**src/rtl/bist_sequencer.sv**
```systemverilog
// bist_sequencer: test-per-scan BIST session sequencer (seed, shift/capture rounds, flush, signature compare).
// Optional BIST_RETRY_EN: a failing first compare reruns the session once before reporting.
module bist_sequencer #(
    parameter int CHAIN_LEN    = 8,
    parameter int NUM_PATTERNS = 1000,
    parameter int CNT_W        = 16,
    parameter int SIG_W        = 10,
    parameter logic [SIG_W-1:0] GOLDEN_SIG = '0
) (
    input  logic             CLK,
    input  logic             RST,
    input  logic             start,
    input  logic             abort,
    input  logic [SIG_W-1:0] hf,
    output logic             scan_en,
    output logic             seed,
    output logic             misr_clr,
    output logic             running,
    output logic             finish,
    output logic             bist_end,
    output logic             pass_fail
);
    localparam int SC_W = $clog2(CHAIN_LEN + 1);

    if ((NUM_PATTERNS >> CNT_W) != 0) begin : g_cnt_w_check
        $error("bist_sequencer: CNT_W too small for NUM_PATTERNS");
    end

    typedef enum logic [2:0] {IDLE, SEED, SHIFT, CAPTURE, FLUSH, COMPARE, DONE} state_t;

    state_t st, nxt;
    logic [SC_W-1:0] sc;
    logic [CNT_W-1:0] pc;
    logic sc_last, pc_last, match, retry_ok;

    assign sc_last = sc == SC_W'(CHAIN_LEN - 1);
    assign pc_last = (pc + CNT_W'(1)) == CNT_W'(NUM_PATTERNS);
    assign match   = hf == GOLDEN_SIG;

`ifdef BIST_RETRY_EN
    logic retried;
    always_ff @(posedge CLK or negedge RST) begin
        if (!RST)
            retried <= 1'b0;
        else if (st == IDLE)
            retried <= 1'b0;
        else if (st == COMPARE)
            retried <= 1'b1;
    end
    assign retry_ok = !retried;
`else
    assign retry_ok = 1'b0;
`endif

    always_ff @(posedge CLK or negedge RST) begin
        if (!RST)
            st <= IDLE;
        else
            st <= nxt;
    end

    always_comb begin
        nxt = st;
        case (st)
            IDLE:    nxt = start ? SEED : IDLE;
            SEED:    nxt = SHIFT;
            SHIFT:   nxt = sc_last ? CAPTURE : SHIFT;
            CAPTURE: nxt = pc_last ? FLUSH : SHIFT;
            FLUSH:   nxt = sc_last ? COMPARE : FLUSH;
            COMPARE: nxt = (!match && retry_ok) ? SEED : DONE;
            DONE:    nxt = start ? DONE : IDLE;
            default: nxt = IDLE;
        endcase
        if (abort)
            nxt = IDLE;
    end

    // pass_fail clears as a session (or retry) enters SEED so a stale result never overlaps a new run
    always_ff @(posedge CLK or negedge RST) begin
        if (!RST) begin
            sc        <= '0;
            pc        <= '0;
            pass_fail <= 1'b0;
        end else begin
            if (abort || st == SEED) begin
                sc <= '0;
                pc <= '0;
            end else if (st == SHIFT || st == FLUSH) begin
                sc <= sc_last ? '0 : sc + SC_W'(1);
            end else if (st == CAPTURE) begin
                pc <= pc + CNT_W'(1);
            end
            if (abort || nxt == SEED)
                pass_fail <= 1'b0;
            else if (st == COMPARE)
                pass_fail <= match;
        end
    end

    assign scan_en  = st == SHIFT || st == FLUSH;
    assign seed     = st == SEED;
    assign misr_clr = st == SEED;
    assign running  = st != IDLE && st != DONE;
    assign finish   = st == COMPARE;
    assign bist_end = st == DONE;
endmodule
```
**config.mk**
```make
export PLATFORM = sky130hd
export DESIGN_NAME = bist_sequencer
export DESIGN_NICKNAME = d
export VERILOG_FILES = /design/src/rtl/bist_sequencer.sv
export SDC_FILE = /design/constraint.sdc
export NUM_CORES = 1
export LEC_CHECK = 0
export BUFFER_PORTS_ARGS = -buffer_cell sky130_fd_sc_hd__buf_2
export CELL_PAD_IN_SITES_DETAIL_PLACEMENT = 0
export CELL_PAD_IN_SITES_GLOBAL_PLACEMENT = 2
export CORE_UTILIZATION = 36
export DETAILED_ROUTE_END_ITERATION = 10
export PLACE_DENSITY_LB_ADDON = 0.1
export SYNTH_ARGS = -nofsm -noshare
export SYNTH_HDL_FRONTEND = slang
export SYNTH_SLANG_ARGS = --single-unit
```
**constraint.sdc**
```tcl
create_clock -name CLK -period 2.72 [get_ports CLK]
set_input_delay 0.544 -clock CLK [delete_from_list [all_inputs] [get_ports CLK]]
set_output_delay 0.544 -clock CLK [all_outputs]
set_load 0.005 [all_outputs]
```
Word level (Yosys, flattened, before mapping) --
Index checks and enable logic that the tools add are counted.
Cells by class: multiplexer cells 15, equality and inequality tests 11, reduce and logical (&&, ||, !) cells 11, add/subtract/negate cells 2
Operators with widths (number):
- 2-to-1 mux 16 bit | 3
- one-hot mux 3 bit (7 select lines) | 1
- adder 16 x 1 -> 16 bit (second input constant) | 1
- == test 16 x 10 -> 1 bit (second input constant) | 1
- 2-to-1 mux 4 bit | 3
- logical NOT 10 bit | 1
- == test 3 bit (second input constant) | 3
- 2-to-1 mux 3 bit | 3
- == test 3 x 1 -> 1 bit (second input constant) | 2
- == test 3 x 2 -> 1 bit (second input constant) | 2
- nonzero test 2 bit | 3
- 2-to-1 mux 1 bit | 5
- adder 4 x 1 -> 4 bit (second input constant) | 1
- == test 4 x 3 -> 1 bit (second input constant) | 1
- logical NOT 3 bit | 1
- logical OR 1 bit | 3
- inequality test 3 bit (second input constant) | 1
- nonzero test 3 bit | 1
- inequality test 2 x 1 -> 1 bit (second input constant) | 1
- AND reduction 2 bit | 1
- logical AND 1 bit | 1
Storage, ports and cells: register bits after elaboration 24, input bits 14, word-level logic and storage cells 43, output and inout bits 7

Depth between registers and ports, before layout --
depth after elaboration 8, gate-level depth with buffers 8

Worst setup path after synthesis --
No wires, ideal clock.
path kind reg-to-reg, start point reg pc[0], end point reg st[1], cell stages (with the launch flop) 8, buffers on the path 0, library setup time 146 ps, required time 2574 ps, arrival time 1665 ps, slack 908 ps, cell sequence dfrtp_1 -> ha_1 -> nand4_1 -> nor3_2 -> or3_1 -> a211oi_1 -> and4_4 -> a311oi_2
Between the ends: cells in the longest elaborated chain, start to end 5
RTL lines:
- start, declared | RTL line 33 | logic [CNT_W-1:0] pc;
- start signal, assigned | RTL line 91 | pc <= pc + CNT_W'(1);
- adder 16 x 1 -> 16 bit | RTL line 37 | assign pc_last = (pc + CNT_W'(1)) == CNT_W'(NUM_PATTERNS);
- == test 16 x 10 -> 1 bit | RTL line 37
- 2-to-1 mux 3 bit | RTL line 68 | CAPTURE: nxt = pc_last ? FLUSH : SHIFT;
- one-hot mux 3 bit (7 select lines) | RTL line 64 | case (st)
- 2-to-1 mux 3 bit | RTL line 74 | if (abort)
- net nxt[1] | RTL line 31 | state_t st, nxt;
- end signal, assigned | RTL line 59 | st <= nxt;
- end, declared | RTL line 31
The timed path passes the listed nets, and every way through them passes these cells. A chain may end at the register's enable or synchronous reset.

Worst setup path after layout --
Ends and elaborated chain as after synthesis.

==> metrics.csv <==
metric;value;unit
placed_cells;237;
place_area;0.00163;mm2
setup_tns;0;ns
reg2reg_setup_slack;0.64;ns
finalPower;0.742;mW
crit_fanout;6;
clkTransAtPathRegs;0.09;ns
core-area;0.00403;mm2
cts_buffers;3;
setup_viol;0;
cap_viol_max_count;0;
grt.overflow.total;0;
drt_first_pass_iters;4;
final_cell_mix;dfrtp_1, nor2_1, buf_2;
final_area;0.00170;mm2
syn_nets;195;
r2r-end;st[1];
htree_levels;1;
grt_pass1_wl;6340;um
setup_slack;0.640;ns
tightest_slew;0.578;ns
power_density;437;mW/mm2
worst_setup_path_start_kind;flip-flop;
whs;0.250;ns
dieHeight;67.0;um
cts_tree;built;
wl_per_cell;15.4;um
synth_area_per_cell;8.50;um2
ant_nets;0;
via_per_inst;5.68;
cts_setup_buffers;0;
synth_cell_types;42;
wl;3710;um
cts_root_buf;clkbuf_8;
worstSetupEndpointType;flip-flop;
grt_pass1_vias;1345;
synth_largest_area_cell;dfrtp_1;
period_share;0.765;
critPathArrivalTime;2.21;ns
holdBufCountCts;0;
finalMaxSlewViolations;0;
drive_above_1_share;0.173;
fin_worst_skew;0.00161;ns
final_nets;208;
fp.dieW;67.0;um
port_buffers;20;
ir_worst_vdd;0.218;mV
die-area;0.00449;mm2
ios;21;
synth_top_cells_by_area;dfrtp_1, o21ai_0, nor2_1;
grt_max_degree;25;
netlist_area;0.00152;mm2
cpMaxStageDelayCell;dfrtp_1;
syn_inst;179;
grt_usage;0.189;
dr_total_vias;1368;
ys_warn_count;0;
netlist.area_leader.share;0.395;
antenna_cells;0;
yosys_most_used_dff;dfrtp_1;
relSlewSlack;0.614;
cts_sinks;24;
rsz0062_at_grt;no;
std_cell_rows;23;
yosys_register_bits;24;
period_minus_slack;2.08;ns
synth_edf_count;0;
path_cells;ha_1 -> nand4_1 -> nor3_2 -> nand3_1 -> a211oi_1 -> and4_4 -> a311oi_2;
drc;0;
start_util;0.378;
hp-class;primary input to asynchronous set/reset pin;
yosysSeqAreaShare;0.395;
place.gp.congestion;0.815;
r2r_cells;7;
worstSetupPathType;flip-flop to flip-flop;
dp_slack;0.676;ns
drt_iter0_drc;80;
cts.path.max_buffers;2;
async_flop_share;1.00;
fmax;481;MHz
crit_buf_inv;0;
post-route-util;0.421;
stdcell_count;241;
hpwl;2650;um
power_leakage;0.715;nW
r2r-start;pc[0];
syn_to_final_growth;11.5;%
slowest_delay;0.45;ns
hold_viol_final;0;
status;finished, final reports clean;
worstPathRequired;2.86;ns
crit_family;simple AND/OR/NAND/NOR gates;
cts_resized;0;
clock_latency;0.27;ns
antenna_found_initial;0;
mostFrequentLayoutCell;dfrtp_1;
-- synth_stat cells, types with 4 or more instances --
cell and n:
o21ai_0 18, nand3_1 9, nand4_1 5, nor4_1 4, nor3_1 7, dfrtp_1 24, mux2i_1 4, nand2_1 15
buf_2 8, xor2_1 5, clkbuf_1 4, nor2_1 22, a21oi_1 6
-- where the power goes --
group	leakage, nW	switching (mW)	total, mW	internal (mW)
Clock	0.0357	0.122	0.319	0.197
Combinational	0.345	0.0334	0.0549	0.0215
Sequential	0.334	0.00833	0.368	0.360
-- sequential cells by signal, indices dropped and copies added (netlist names) --
signal,flops
pass_fail,1
pc,16
sc,4
st,3
-- cell type report --
cell class	count	area (um2)
sequential	24	601
multi-input combinational	138	836
timing repair buffer	22	115
clock buffer	3	41.3
inverter	3	11.3
tap	50	62.6
clock inverter	1	30.0
fill	408	2330
-- worst max path at each step --
stage,from,to,cells after the start
2_1_floorplan,pc[0],st[1],7
3_5_place_dp,pc[0],st[1],7
6_report,pc[0],st[1],7
5_1_grt,pc[0],st[1],7
3_3_place_gp,pc[0],st[1],7
4_1_cts,pc[0],st[1],7
-- cells by family after synthesis --
logic type	Yosys count	synth area share
AND/OR/NAND/NOR	83	0.289
AO/OA/AOI/OAI	41	0.172
flip-flops	24	0.395
buffers and inverters	17	0.0559
XOR/XNOR	8	0.0461
multiplexers	4	0.0263
adder cells (fa/ha/maj)	2	0.0164
-- routing by layer --
layer / GRT usage / share of wire / vias to the layer above / routed length [um]
li1: - / - / 672 / -
met1: 0.231 / 0.47 / 676 / 1750
met2: 0.339 / 0.50 / 16 / 1840
met3: 0.0205 / 0.022 / 4 / 81
met4: 0.0638 / 0.011 / 0 / 42
met5: 0 / 0 / - / 0
No activity file was read; power rests on OpenSTA's default activity.
